`src/rtl/qpu_exu_trigger_pkg.sv`:
```
// Shared widths, state encoding and channel slice helpers for the QPU
// execution-unit trigger stage.
package qpu_exu_trigger_pkg;

  localparam int TIME_WIDTH          = 16;
  localparam int EVENT_NUM           = 4;
  localparam int QI_EVENT_NUM        = 3;
  localparam int QI_EVENT_WIDTH      = 16;
  localparam int MEASURE_EVENT_WIDTH = 8;
  localparam int EVENT_WIRE_WIDTH    = QI_EVENT_NUM * QI_EVENT_WIDTH
                                     + (EVENT_NUM - QI_EVENT_NUM) * MEASURE_EVENT_WIDTH;
  localparam int STALL_MAX           = 255;
  localparam int STALL_CNT_WIDTH     = 8;

  localparam logic [1:0] ST_IDLE = 2'b00;
  localparam logic [1:0] ST_RUN  = 2'b01;
  localparam logic [1:0] ST_ERR  = 2'b10;

  // Qubit-op channels are packed first, measure channels follow.
  function automatic int chan_width(input int k, input int qi_num,
                                    input int qi_w, input int meas_w);
    return (k < qi_num) ? qi_w : meas_w;
  endfunction

  function automatic int chan_lsb(input int k, input int qi_num,
                                  input int qi_w, input int meas_w);
    return (k < qi_num) ? k * qi_w : qi_num * qi_w + (k - qi_num) * meas_w;
  endfunction

endpackage

```
`src/rtl/qpu_trigger_chan_reg.sv`:
```
// Per-channel capture register: one-cycle valid strobe plus a data slice
// that holds its last captured value between events.
module qpu_trigger_chan_reg #(
  parameter int WIDTH = 16
) (
  input  logic             clk,
  input  logic             rst_n,
  input  logic             capture_i,
  input  logic [WIDTH-1:0] data_i,
  output logic             valid_o,
  output logic [WIDTH-1:0] data_o
);

  logic             valid_q;
  logic [WIDTH-1:0] data_q;

  // NOTE: the data slice is a handful of output flops, not a memory, and the
  // front ends expect zeros after reset, so it is reset along with the strobe.
  always_ff @(posedge clk or negedge rst_n) begin
    if (!rst_n) begin
      valid_q <= 1'b0;
      data_q  <= '0;
    end else begin
      valid_q <= capture_i;
      if (capture_i) data_q <= data_i;
    end
  end

  assign valid_o = valid_q;
  assign data_o  = data_q;

endmodule

```
`src/rtl/qpu_exu_trigger.sv`:
```
// Timing/dispatch stage behind the EXU time/event queue: owns the timeline
// counter, triggers the queue, registers released events per channel.
module qpu_exu_trigger
  import qpu_exu_trigger_pkg::*;
#(
  parameter int TIME_WIDTH_P          = TIME_WIDTH,
  parameter int EVENT_NUM_P           = EVENT_NUM,
  parameter int QI_EVENT_NUM_P        = QI_EVENT_NUM,
  parameter int QI_EVENT_WIDTH_P      = QI_EVENT_WIDTH,
  parameter int MEASURE_EVENT_WIDTH_P = MEASURE_EVENT_WIDTH,
  parameter int EVENT_WIRE_WIDTH_P    = QI_EVENT_NUM_P * QI_EVENT_WIDTH_P
                                      + (EVENT_NUM_P - QI_EVENT_NUM_P) * MEASURE_EVENT_WIDTH_P,
  parameter int STALL_MAX_P           = STALL_MAX,
  parameter int STALL_CNT_WIDTH_P     = STALL_CNT_WIDTH
) (
  input  logic                          clk,
  input  logic                          rst_n,
  input  logic                          run_start,
  input  logic                          run_stop,
  input  logic                          tmr_clk_ena,
  output logic                          tmr_trigger,
  output logic [TIME_WIDTH_P-1:0]       tmr_value,
  input  logic [EVENT_NUM_P-1:0]        evq_i_valid,
  input  logic [EVENT_WIRE_WIDTH_P-1:0] evq_i_data,
  output logic [EVENT_NUM_P-1:0]        chan_o_valid,
  output logic [EVENT_WIRE_WIDTH_P-1:0] chan_o_data,
  output logic                          tmr_wrap,
  output logic                          stall_err,
  output logic                          busy
);

  logic [1:0]                   state_q, state_d;
  logic [TIME_WIDTH_P-1:0]      timer_q, timer_d;
  logic [STALL_CNT_WIDTH_P-1:0] stall_q, stall_d;
  logic                         stall_err_q, stall_err_d;
  logic                         wrap_q, wrap_d;
  logic                         running;
  logic                         advance;

  assign running = (state_q == ST_RUN);

  // NOTE: every signal assigned here gets a default first, so no path through
  // the case can leave one unassigned and infer a latch.
  always_comb begin
    state_d     = state_q;
    stall_err_d = stall_err_q;
    case (state_q)
      ST_IDLE: if (!run_stop && run_start) state_d = ST_RUN;
      ST_RUN: begin
        if (run_stop) begin
          state_d = ST_IDLE;
        end else if (!tmr_clk_ena &&
                     stall_q == STALL_CNT_WIDTH_P'(STALL_MAX_P - 1)) begin
          state_d     = ST_ERR;
          stall_err_d = 1'b1;
        end
      end
      ST_ERR:  if (run_stop) state_d = ST_IDLE;
      default: state_d = ST_IDLE;
    endcase
    if (run_stop) stall_err_d = 1'b0;
  end

  // Time only moves while staying in RUN; the error exit needs ena low anyway.
  assign advance = running && !run_stop && tmr_clk_ena;

  always_comb begin
    timer_d = timer_q;
    if (state_d == ST_IDLE)  timer_d = '0;
    else if (advance)        timer_d = timer_q + TIME_WIDTH_P'(1);
    wrap_d  = advance && (timer_q == '1);
    stall_d = (running && !tmr_clk_ena) ? stall_q + STALL_CNT_WIDTH_P'(1) : '0;
  end

  // NOTE: state flops use non-blocking assignments so every flop samples the
  // pre-edge values computed above, independent of statement order.
  always_ff @(posedge clk or negedge rst_n) begin
    if (!rst_n) begin
      state_q     <= ST_IDLE;
      timer_q     <= '0;
      stall_q     <= '0;
      stall_err_q <= 1'b0;
      wrap_q      <= 1'b0;
    end else begin
      state_q     <= state_d;
      timer_q     <= timer_d;
      stall_q     <= stall_d;
      stall_err_q <= stall_err_d;
      wrap_q      <= wrap_d;
    end
  end

  assign tmr_trigger = running;
  assign tmr_value   = timer_q;
  assign tmr_wrap    = wrap_q;
  assign stall_err   = stall_err_q;
  assign busy        = (state_q != ST_IDLE);

  for (genvar k = 0; k < EVENT_NUM_P; k++) begin : g_chan
    localparam int W   = chan_width(k, QI_EVENT_NUM_P, QI_EVENT_WIDTH_P,
                                    MEASURE_EVENT_WIDTH_P);
    localparam int LSB = chan_lsb(k, QI_EVENT_NUM_P, QI_EVENT_WIDTH_P,
                                  MEASURE_EVENT_WIDTH_P);

    qpu_trigger_chan_reg #(
      .WIDTH (W)
    ) u_chan_reg (
      .clk       (clk),
      .rst_n     (rst_n),
      .capture_i (running && evq_i_valid[k]),
      .data_i    (evq_i_data[LSB +: W]),
      .valid_o   (chan_o_valid[k]),
      .data_o    (chan_o_data[LSB +: W])
    );
  end

endmodule

```
`config.mk`:
```
export PLATFORM = sky130hd
export DESIGN_NAME = qpu_exu_trigger
export DESIGN_NICKNAME = d
export VERILOG_FILES = /design/src/rtl/qpu_exu_trigger_pkg.sv /design/src/rtl/qpu_trigger_chan_reg.sv /design/src/rtl/qpu_exu_trigger.sv
export SDC_FILE = /design/constraint.sdc
export NUM_CORES = 1
export LEC_CHECK = 0
export ABC_AREA = 1
export ABC_CLOCK_PERIOD_IN_PS = 2900
export CORE_MARGIN = 8
export CORE_UTILIZATION = 48
export DETAILED_ROUTE_END_ITERATION = 6
export MAX_ROUTING_LAYER = met4
export PLACE_DENSITY = 0.9
export SLEW_MARGIN = 10
export SYNTH_ARGS = -nofsm -noshare
export SYNTH_HDL_FRONTEND = slang
export SYNTH_SLANG_ARGS = --single-unit
```
`constraint.sdc`:
```
create_clock -name clk -period 2.9 [get_ports clk]
set_input_delay 0.29 -clock clk [delete_from_list [all_inputs] [get_ports clk]]
set_output_delay 0.29 -clock clk [all_outputs]
set_load 0.02 [all_outputs]
```
==> results by group <==
Routing
  – Via count: 3437
  – DRC violations left: 0
  – Final ANT Viol Nets: 0
  – DR iter-0 viols: 115
  – Via density: 4.84
  – Pre-antenna DRT Iters: 4
  – DRT Wirelength: 10100 µm
  – Avg WL per Cell: 14.3 µm

Clock tree
  – Clk sinks: 88
  – Post-CTS setup buffer count: 0
  – Cts bufs inserted: 9
  – Post-CTS sizing: 0
  – Hold_buf cts: 0
  – Clk root buf: clkbuf_8
  – Worst skew pair latency: 0.34 ns
  – H-Tree Depth: 3
  – TritonCTS clock tree: built
  – Clk pin slew, worst setup/hold paths: 0.09 ns
  – Max clock buf depth: 2

Die
  – Io pins: 145
  – Core region area: 7730 µm²
  – Die ar.: 11100 µm²
  – Die Wd: 105 µm
  – Die Y: 105 µm
  – Starting Density: 49.6%
  – Placement row count: 32

Setup path
  – Crit Path Class: register to output pin
  – CP cell instances: inv_2, nand2_4, inv_4, clkdlybuf4s50_1
  – Critical Path Max Stage Delay: 0.63 ns
  – Startpoint Class: register
  – Critical Path Fanout Max: 6
  – CP arrival: 1.66 ns
  – CP Capture Type: output pin
  – Slowest library cell on the worst path: clkdlybuf4s50_1
  – Crit path required time: 2.61 ns

Power and ir drop
  – Worst vdd rail ir drop: 0.000336 V
  – Pwr per Cell Area: 618 nW/µm²
  – LEAKAGE: 0.00261 µW

Timing
  – Fmax: 512 MHz
  – Final Cycle Share: 67.3%
  – Setup ws final: 0.948 ns
  – Tmin final: 1.95 ns
  – Final Hold Fails: 0
  – Endpoints failing setup: 0
  – RSZ-0062 raised after global routing: no
  – Rel. slew slack: 27.0%
  – Slew Limit Fails: 0
  – Setup_tns: 0 ns
  – Clock skew: 0.0114 ns
  – Worst-Margin Slew: 1.10 ns

Layout
  – Post-layout nets: 671
  – N_diodes: 0
  – Layout area overhead: 43.9%
  – Layout cells sized above 1: 7.40%

Global routing
  – Largest net degree at the start of global routing: 89
  – GRT Total Usage: 19.2%
  – Vias in the first global route: 3613
  – Initial antenna violation count: 0
  – Total gr overflow: 0
  – First-pass GRT wire length: 17000 µm

Yosys
  – Synth Area in Simple Gates: 33.8%
  – Synthesized area: 3830 µm²
  – Post-synth top area cell: dfrtp_1
  – Synth area leaders: dfrtp_1, nand2_1, nor2_1, inv_1, nand3_1
  – Synth Register Bits: 88
  – Post-synth cell types: 29
  – Number of flops mapped to enable cells by yosys: 0
  – Asr flop ratio synth: 100%
  – Synth Area in Adders: 0.979%
  – Synth warnings: 0
  – Synth Area per Inst: 8.34 µm²
  – Syn Nets: 528
  – Syn Inst Count: 460
  – Largest family of logic cells by synthesized area: simple AND/OR/NAND/NOR gates
  – Seq/Total Area, Yosys: 57.4%
  – Synth top area share: 57.4%
  – Top_reg_cell synth: dfrtp_1
  – Multiplexer share of the synthesized area: 0%
  – XOR/XNOR share of the synthesized area: 0.914%
  – Post-synthesis compound-gate area fraction: 1.53%
  – Most frequent cell after synthesis: nand2_1
  – Synth top cells by count: nand2_1, dfrtp_1, nor2_1, inv_1, nand3_1

Placed design
  – DP HPWL: 7650 µm
  – Pre-CTS setup slack: 0.978 ns
  – RD Place Congestion: 0.893
  – # port buffers: 144

Outcome
  – Status: finished clean

Flow run
  – Max-Cap Viols: 0

Worst hold path
  – Worst min-delay path class: input pin to async pin
[worst paths after layout]
| kind | slack [ns] | start | depth (start not counted) | to |
|---|---|---|---|---|
| max | 0.95 | state_q[1] | 4 | tmr_trigger |
| min | 0.12 | rst_n | 1 | tmr_value[5] |
| max reg2reg | 1.27 | stall_q[0] | 10 | tmr_value[7] |
| min reg2reg | 0.48 | g_chan[1].u_chan_reg.data_o[4] | 2 | g_chan[1].u_chan_reg.data_o[4] |
| max in group asynchronous | 2.04 | rst_n | 1 | g_chan[1].u_chan_reg.data_o[15] |
| min in group clk | 0.47 | evq_i_data[37] | 3 | g_chan[2].u_chan_reg.data_o[5] |
[worst max-delay path, delay by kind of cell, from the launching register on]
family | cells | cell delay [ns]
buf+inv | 3 | 0.84
flops | 1 | 0.41
simple gates | 1 | 0.08
[layout make-up]
| type | instances | area [µm²] |
|---|---|---|
| Fill cell | 575 | 2210 |
| Sequential cell | 88 | 2200 |
| Timing Repair Buffer | 144 | 1440 |
| Multi-Input combinational cell | 327 | 1430 |
| Clock buffer | 10 | 128 |
| Tap cell | 102 | 128 |
| Inverter | 33 | 126 |
| Clock inverter | 6 | 67.6 |
[layout by cell type, fill, tap and decap left out, types with 5 or more instances in the layout]
master,Yosys,final
inv_2,5,5
clkbuf_8,0,9
nor2_2,6,6
dfrtp_1,88,88
nand2_1,223,223
inv_1,26,26
nor2_1,42,42
nand2_2,8,8
nand3_1,16,16
clkdlybuf4s50_1,0,143
[routing by layer]
layer  GRT usage [%]  share of wire [%]  vias up  wire, µm
li1                -                  -     1682         -
met1            22.4                 41     1618      4190
met2            31.2                 49      122      4980
met3            5.42                7.4       15       751
met4            6.73                1.9        0       197
met5               -                  0        -         0
[cells by family after synthesis]
family	after synthesis
xor+xnor	4
flops	88
buf+inv	45
fa+ha+maj	3
simple gates	310
compound gates	10
[state kept, by name, summed over array words and instances, names as in the netlist]
register                   cells
g_chan.u_chan_reg.valid_o      4
tmr_wrap                       1
tmr_value                     16
state_q                        2
stall_q                        8
stall_err                      1
g_chan.u_chan_reg.data_o      56
[where the power goes]
part / leakage (µW) / internal [µW] / switching, µW
combinational: 0.00138 / 494 / 554
sequential: 0.00114 / 1420 / 108
clock: 0.0000929 / 402 / 434
[per-stage QoR]
| step | util, % | hold slack [ns] | instances | total power [µW] | area (µm²) |
|---|---|---|---|---|---|
| 2_1_floorplan | - | -0.00559 | 460 | 2020 | 3830 |
| 3_3_place_gp | 68.9 | 0.460 | 694 | 2580 | 5320 |
| 3_5_place_dp | 68.9 | 0.464 | 694 | 2610 | 5320 |
| 4_1_cts | 71.4 | 0.183 | 710 | 3450 | 5520 |
| 5_1_grt | 71.4 | 0.243 | 710 | 3590 | 5520 |
| 6_report | 71.4 | 0.123 | 710 | 3410 | 5520 |
(Power assumes the default switching activity.)
